==> src/rtl/instr_fetch_unit.sv <==
// Instruction fetch unit: single-outstanding memory fetch FSM feeding a DEPTH-entry instruction queue.
// Optional macro FETCH_ALIGN_CHECK_EN adds a sticky fetch_err output for misaligned program counters.
module instr_fetch_unit #(
    parameter int N     = 32,
    parameter int DEPTH = 4
) (
    input  logic          clk,
    input  logic          reset,
    input  logic [N-1:0]  pc_value,
    output logic          pc_enable,
    input  logic          flush,
    output logic          mem_req,
    output logic [N-1:0]  mem_addr,
    input  logic          mem_ack,
    input  logic [31:0]   mem_rdata,
    output logic          instr_valid,
    output logic [31:0]   instr,
    output logic [N-1:0]  instr_pc,
    input  logic          instr_ready
`ifdef FETCH_ALIGN_CHECK_EN
    ,
    output logic          fetch_err
`endif
);

    localparam int AW = $clog2(DEPTH);
    localparam int CW = AW + 1;

    typedef enum logic [1:0] {
        IDLE    = 2'd0,
        FETCH   = 2'd1,
        DISCARD = 2'd2
    } state_t;

    state_t          state_r;
    state_t          state_s;
    logic [N-1:0]    addr_r;
    logic [CW-1:0]   count_r;
    logic [AW-1:0]   wr_ptr_r;
    logic [AW-1:0]   rd_ptr_r;
    logic [31:0]     data_mem_r [DEPTH];
    logic [N-1:0]    pc_mem_r   [DEPTH];

    logic            push_s;
    logic            pop_s;
    logic            misaligned_s;
    logic            can_issue_s;
    logic            load_s;

`ifdef FETCH_ALIGN_CHECK_EN
    logic            fetch_err_r;
    assign misaligned_s = fetch_err_r | (pc_value[1:0] != 2'b00);
    assign fetch_err    = fetch_err_r;
`else
    assign misaligned_s = 1'b0;
`endif

    assign push_s      = (state_r == FETCH) & mem_ack & ~flush;
    assign pop_s       = (count_r != {CW{1'b0}}) & instr_ready & ~flush;
    assign can_issue_s = ~flush & ~misaligned_s & (count_r < CW'(DEPTH));
    assign load_s      = (state_r == IDLE) & can_issue_s;

    assign mem_req     = (state_r != IDLE);
    assign mem_addr    = addr_r;
    assign instr_valid = (count_r != {CW{1'b0}});
    assign instr       = data_mem_r[rd_ptr_r];
    assign instr_pc    = pc_mem_r[rd_ptr_r];

    // Next-state decode and the combinational PC load strobe.
    always_comb begin
        state_s   = state_r;
        pc_enable = flush | push_s;
        case (state_r)
            IDLE: begin
                if (can_issue_s) begin
                    state_s = FETCH;
                end else begin
                    state_s = IDLE;
                end
            end
            FETCH: begin
                if (mem_ack) begin
                    state_s = IDLE;
                end else if (flush) begin
                    state_s = DISCARD;
                end else begin
                    state_s = FETCH;
                end
            end
            DISCARD: begin
                if (mem_ack) begin
                    state_s = IDLE;
                end else begin
                    state_s = DISCARD;
                end
            end
            default: begin
                state_s = IDLE;
            end
        endcase
    end

    // FSM state and request address; the address only moves when a new fetch is launched.
    always_ff @(posedge clk or negedge reset) begin
        if (!reset) begin
            state_r <= IDLE;
            addr_r  <= {N{1'b0}};
        end else begin
            state_r <= state_s;
            if (load_s) begin
                addr_r <= pc_value;
            end
        end
    end

    // Queue occupancy and pointers; a flush empties the queue regardless of a same-cycle pop.
    always_ff @(posedge clk or negedge reset) begin
        if (!reset) begin
            count_r  <= {CW{1'b0}};
            wr_ptr_r <= {AW{1'b0}};
            rd_ptr_r <= {AW{1'b0}};
        end else if (flush) begin
            count_r  <= {CW{1'b0}};
            wr_ptr_r <= {AW{1'b0}};
            rd_ptr_r <= {AW{1'b0}};
        end else begin
            if (push_s) begin
                wr_ptr_r <= wr_ptr_r + AW'(1);
            end
            if (pop_s) begin
                rd_ptr_r <= rd_ptr_r + AW'(1);
            end
            case ({push_s, pop_s})
                2'b10:   count_r <= count_r + CW'(1);
                2'b01:   count_r <= count_r - CW'(1);
                default: count_r <= count_r;
            endcase
        end
    end

    // Queue storage; contents outside the valid window are masked by instr_valid.
    always_ff @(posedge clk) begin
        if (push_s) begin
            data_mem_r[wr_ptr_r] <= mem_rdata;
            pc_mem_r[wr_ptr_r]   <= addr_r;
        end
    end

`ifdef FETCH_ALIGN_CHECK_EN
    // Sticky misalignment flag, raised while idle and cleared only by a redirect.
    always_ff @(posedge clk or negedge reset) begin
        if (!reset) begin
            fetch_err_r <= 1'b0;
        end else if (flush) begin
            fetch_err_r <= 1'b0;
        end else if ((state_r == IDLE) && (pc_value[1:0] != 2'b00)) begin
            fetch_err_r <= 1'b1;
        end else begin
            fetch_err_r <= fetch_err_r;
        end
    end
`endif

endmodule

==> config.mk <==
export PLATFORM = sky130hd
export DESIGN_NAME = instr_fetch_unit
export DESIGN_NICKNAME = d
export VERILOG_FILES = /design/src/rtl/instr_fetch_unit.sv
export SDC_FILE = /design/constraint.sdc
export NUM_CORES = 1
export LEC_CHECK = 0
export BUFFER_PORTS_ARGS = -buffer_cell sky130_fd_sc_hd__buf_2
export CAP_MARGIN = 30
export CORE_MARGIN = 2
export CORE_UTILIZATION = 61
export DETAILED_ROUTE_END_ITERATION = 7
export PLACE_DENSITY = 0.95
export SLEW_MARGIN = 25
export SYNTH_ARGS = -nofsm -noshare
export SYNTH_HDL_FRONTEND = slang
export SYNTH_SLANG_ARGS = --single-unit
==> constraint.sdc <==
create_clock -name clk -period 3.96 [get_ports clk]
set_clock_uncertainty 0.05 [all_clocks]
set_input_delay 0.396 -clock clk [delete_from_list [all_inputs] [get_ports clk]]
set_output_delay 0.396 -clock clk [all_outputs]
set_load 0.03 [all_outputs]
Word-level counts from Yosys, hierarchy flattened --
Memories as Yosys holds them, arrays and structs flattened. Cells that the tools add are included.
Word-level totals: flip-flop bits (word level) 41, bits in latches 0, RAM bits 256, ROM bits 0, bits of input ports 69, output and inout port bits 99, word-level logic and storage cells 43, memories kept 2
Operators by class: add/subtract/negate cells 4, multiply operators 0, divide/modulo/power cells 0, magnitude comparators 1, equal/unequal tests 4, shift operators 0, mux-type cells 13, bitwise logic cells 8, reduce and logical (&&, ||, !) cells 6
Memory list:
- data_mem_r | depth 4, bits a word 32, rd ports 1, clocked after Yosys merged registers in 0, write ports 1, line 41 | logic [31:0] data_mem_r [DEPTH];
- pc_mem_r | depth 4, bits a word 32, rd ports 1, clocked after Yosys merged registers in 0, write ports 1, line 42 | logic [N-1:0] pc_mem_r [DEPTH];
Operators by type and width (count):
- $mux W2 | 7
- $and A1 B1 Y1 | 6
- $pmux W2 S3 | 1
- $pmux W3 S2 | 1
- $reduce_bool A2 Y1 | 3
- $reduce_bool A3 Y1 | 2
- $add A2 B1 Y2 const B | 2
- $eq A2 B1 Y1 const B | 2
- $eq A2 B2 Y1 const B | 2
- $add A3 B1 Y3 const B | 1
- $lt A3 B3 Y1 const B | 1
- $mux W1 | 3
- $mux W3 | 1
- $sub A3 B1 Y3 const B | 1
- $logic_not A2 Y1 | 1
- $not A1 Y1 | 1
- $or A1 B1 Y1 | 1

Depth between registers and ports, before layout --
depth after elaboration 6, depth in mapped cells 7, mapped depth without buffers 7

Worst setup path before layout --
Ideal clock, no wire load.
path kind input -> register, start input port flush, end memory data_mem_r[0][0], enable pin, library setup time 0.429 ns, arrival 2.231 ns, data required time 3.481 ns, path slack 1.250 ns, cell stages on the path 3, buffers on the path 1, path through buf_6 -> nor2_1 -> and3_1
On the way: cells in the longest elaborated chain, start to end 4
RTL lines:
- start, declared | line 11 | input logic flush,
- $not A1 Y1 | line 58 | assign push_s = (state_r == FETCH) & mem_ack & ~flush;
- $and A1 B1 Y1 | line 58
- $mux W1 | line 143 | if (push_s) begin
- $mux W1 (implied by the code) | line 144 | data_mem_r[wr_ptr_r] <= mem_rdata;
- end, declared | line 41
No other way between the ends.

Worst setup path after layout --
start register rd_ptr_r[0], end output port instr[23]
On the way: cells in the longest elaborated chain, start to end 1
RTL lines:
- start, declared | line 40 | logic [AW-1:0] rd_ptr_r;
- start signal, assigned | line 121 | rd_ptr_r <= {AW{1'b0}};
- start signal, assigned | line 125 | rd_ptr_r <= {AW{1'b0}};
- start signal, assigned | line 131 | rd_ptr_r <= rd_ptr_r + AW'(1);
- $mem_v2 Z4 W32
- end, declared | line 17 | output logic [31:0] instr,
No other way between the ends.

==> summary.md <==
| Metric | Value |
|---|---|
| Top cells by area, synth | `edfxtp_1, mux4_2, dfrtp_1, mux2_2, mux2_1` |
| Post-synth top area share | `69.6%` |
| Initial DRC Count | `362` |
| Worst vdd ir | `0.000455 V` |
| Crit path largest cell delay | `0.94 ns` |
| Hold Crit Depth | `1` |
| Fillcell total | `1003` |
| Initial Util | `61.9%` |
| WP data required | `3.51 ns` |
| Tmin final | `3.03 ns` |
| Die X | `139 um` |
| Post-synthesis net count | `545` |
| Clock root buffer | `clkbuf_16` |
| Ys flop type | `edfxtp_1` |
| CP max stage cell | `dfrtp_4` |
| Warning count from the yosys run | `0` |
| Drt total wl | `21000 um` |
| DP Cell Count | `853` |
| FF+latch count, synth | `297` |
| Fin Setup TNS | `0 ns` |
| Placeable Area | `17800 sq um` |
| Syn avg cell area | `23.4 sq um` |
| Setup repair bufs after CTS | `0` |
| Antenna violations before repair | `1` |
| CTS Buf Count | `29` |
| Reg clk slew, reported paths | `0.06 ns` |
| Gr usage total | `22.3%` |
| First-pass GRT wire length | `32900 um` |
| Power, Total | `7.32 mW` |
| Layout cells sized above 1 | `44.3%` |
| Pre-antenna DRT Iters | `4` |
| Antenna-violating nets left | `0` |
| Clock sink count | `297` |
| Post-synthesis sequential area ratio | `78.9%` |
| Period utilisation layout | `76.6%` |
| CTS tree | `built` |
| Fin. Hold Viols | `0` |
| Reg2reg end | `mem_addr[7]$_DFFE_PN0P_` |
| Largest net degree at the start of global routing | `66` |
| Status | `finished, final reports clean` |
| Leak pwr | `4.58 nW` |
| RR Startpoint | `state_r[1]$_DFF_PN0_` |
| Die area | `19200 sq um` |
| Post-synth EDFFs | `256` |
| Critical path startpoint category | `flip-flop` |
| Nets | `733` |
| Syn-to-layout area delta | `19.1%` |
| # IOs | `168` |
| Dpl hpwl | `12400 um` |
| Crit. End Element | `primary output` |
| Final Max Tran Viols | `0` |
| Final setup margin | `0.926 ns` |
| Area after DPL | `12200 sq um` |
| H-Tree Depth | `1` |
| Setup Viol. Count Final | `0` |
| Netlist cell types | `38` |
| GPL Wtd Cong | `0.777` |
| # resized after CTS | `0` |
| Vias in the first global route | `5894` |
| Detailed-route DRC error count | `0` |
| Worst reg-to-reg path cell count | `3` |
| DR WL/cell | `23.0 um` |
| WHS Endpoint | `data_mem_r[0][27]$_DFFE_PP_` |
| Total gr overflow | `0` |
| Worst hold path type | `in -> reg` |
| Place WS | `1.39 ns` |
| CP arrival | `2.59 ns` |
| Cells along the critical path | `buf_4, mux4_2, buf_2` |
| Most frequent cells after synthesis | `edfxtp_1, mux4_2, dfrtp_1` |
| Non-filler cells in the finished layout | `911` |
| Vias per Instance | `5.86` |
| Worst R2R Setup Slack | `1.69 ns` |
| Final instance area | `13200 sq um` |
| MaxCap Viol Count | `0` |
| PwrDens | `557 nW/um^2` |
| Post-Syn Instances | `471` |
| Die Span Y | `139 um` |
| Unrepaired setup endpoints after global routing | `no` |
| Kind of critical path | `reg -> out` |
| CTS max path bufs | `3` |
| Worst rel slew slack | `34.8%` |
| FP Rows | `49` |
| Cell area after synthesis | `11000 sq um` |
| Ys async rst share | `13.8%` |
| Worst-Skew Late Latency | `0.52 ns` |
| Worst-margin pin slew | `0.977 ns` |
| Via count | `5336` |
| Top-count cell post-synth | `edfxtp_1` |
| Synth area leader | `edfxtp_1` |
| Crit Path Max Fanout | `38` |
| Max Clk Rate | `0.330 GHz` |
| Port bufs | `167` |
| Hold_sp | `mem_rdata[27]` |
[critical path: cells and delay by family (launching register included)]
kind / cells / cell delay [ns]
buf+inv: 2 / 0.58
flops: 1 / 0.94
mux: 1 / 0.55
[cells in the final DEF, fill, tap and decap left out, types with 2 or more instances in the layout]
master and instances:
o21ai_0 2, nand3b_1 3, edfxtp_1 256, clkbuf_16 29
ha_1 4, nand2_1 3, xnor2_1 3, mux2_1 14
clkbuf_1 9, and3_4 4, nor2_1 6, buf_12 4
xor2_1 2, a21oi_1 3, inv_1 6, o311ai_1 2
buf_2 167, mux4_2 64, clkinv_1 8, bufinv_16 4
nand3_1 2, dlygate4sd3_1 2, nor3_1 2, dfrtp_4 2
mux2_2 18, nor2b_1 2, clkinvlp_4 2, buf_4 4
dfrtp_1 39
[stage by stage]
stage	utilization [%]	hold slack, ns
after detailed placement	68.2	0.364
final	73.7	0.0390
after global routing	73.7	0.0251
after CTS	73.5	0.0164
after floorplan	-	0.0504
after global placement	67.8	0.454
[final cells by class]
class                      instances  area, sq um  share of cell area [%]
clock buffer                      38          759                    5.77
multi-input combinational        147         2200                    16.7
clock inverter                    15          170                    1.29
sequential                       297         8720                    66.3
inverter                           6         22.5                   0.171
antenna                            1         2.50                  0.0190
timing repair buffer             178          993                    7.55
tap                              229          287                    2.18
[power breakdown]
group	leakage (nW)	total (mW)	internal [mW]	switching (mW)
combinational	1.33	0.877	0.327	0.550
clock	0.441	2.65	1.60	1.05
sequential	2.80	3.80	3.62	0.176
[logic make-up after synthesis]
family          Yosys count  share of synthesized area [%]
simple gates             30                           1.65
buf+inv                  27                           1.39
xor+xnor                  5                          0.397
compound gates           11                          0.703
fa+ha+maj                 5                          0.635
flops                   297                           78.9
mux                      96                           16.3
[worst max path at each step]
stage | from | to | cells past startpoint
floorplan | flush | data_mem_r[0][0]$_DFFE_PP_ | 3
global placement | rd_ptr_r[0]$_DFFE_PN0P_ | instr_pc[7] | 3
detailed placement | rd_ptr_r[0]$_DFFE_PN0P_ | instr[23] | 3
CTS | rd_ptr_r[0]$_DFFE_PN0P_ | instr[23] | 3
global route | rd_ptr_r[0]$_DFFE_PN0P_ | instr[23] | 3
finish | rd_ptr_r[0]$_DFFE_PN0P_ | instr[23] | 3
[layer usage]
metal / wire length (um) / up-vias / global-route usage (%)
met5: 0 / - / 0
met4: 419 / 0 / 6.66
met3: 1250 / 37 / 4.25
met2: 11000 / 199 / 38.3
met1: 8310 / 2772 / 29.7
li1: - / 2328 / -
[sequential cells by signal, indices dropped and copies added (netlist names)]
signal / count
count_r: 3
data_mem_r: 128
mem_addr: 32
pc_mem_r: 128
rd_ptr_r: 2
state_r: 2
wr_ptr_r: 2
[what timing repair did]
item                                    in CTS  in global routing
hold endpoints to repair                    19                  0
endpoints found under the setup margin       0                  0
hold buffers                                 2                  0
Power figures use the tool's default switching activity.
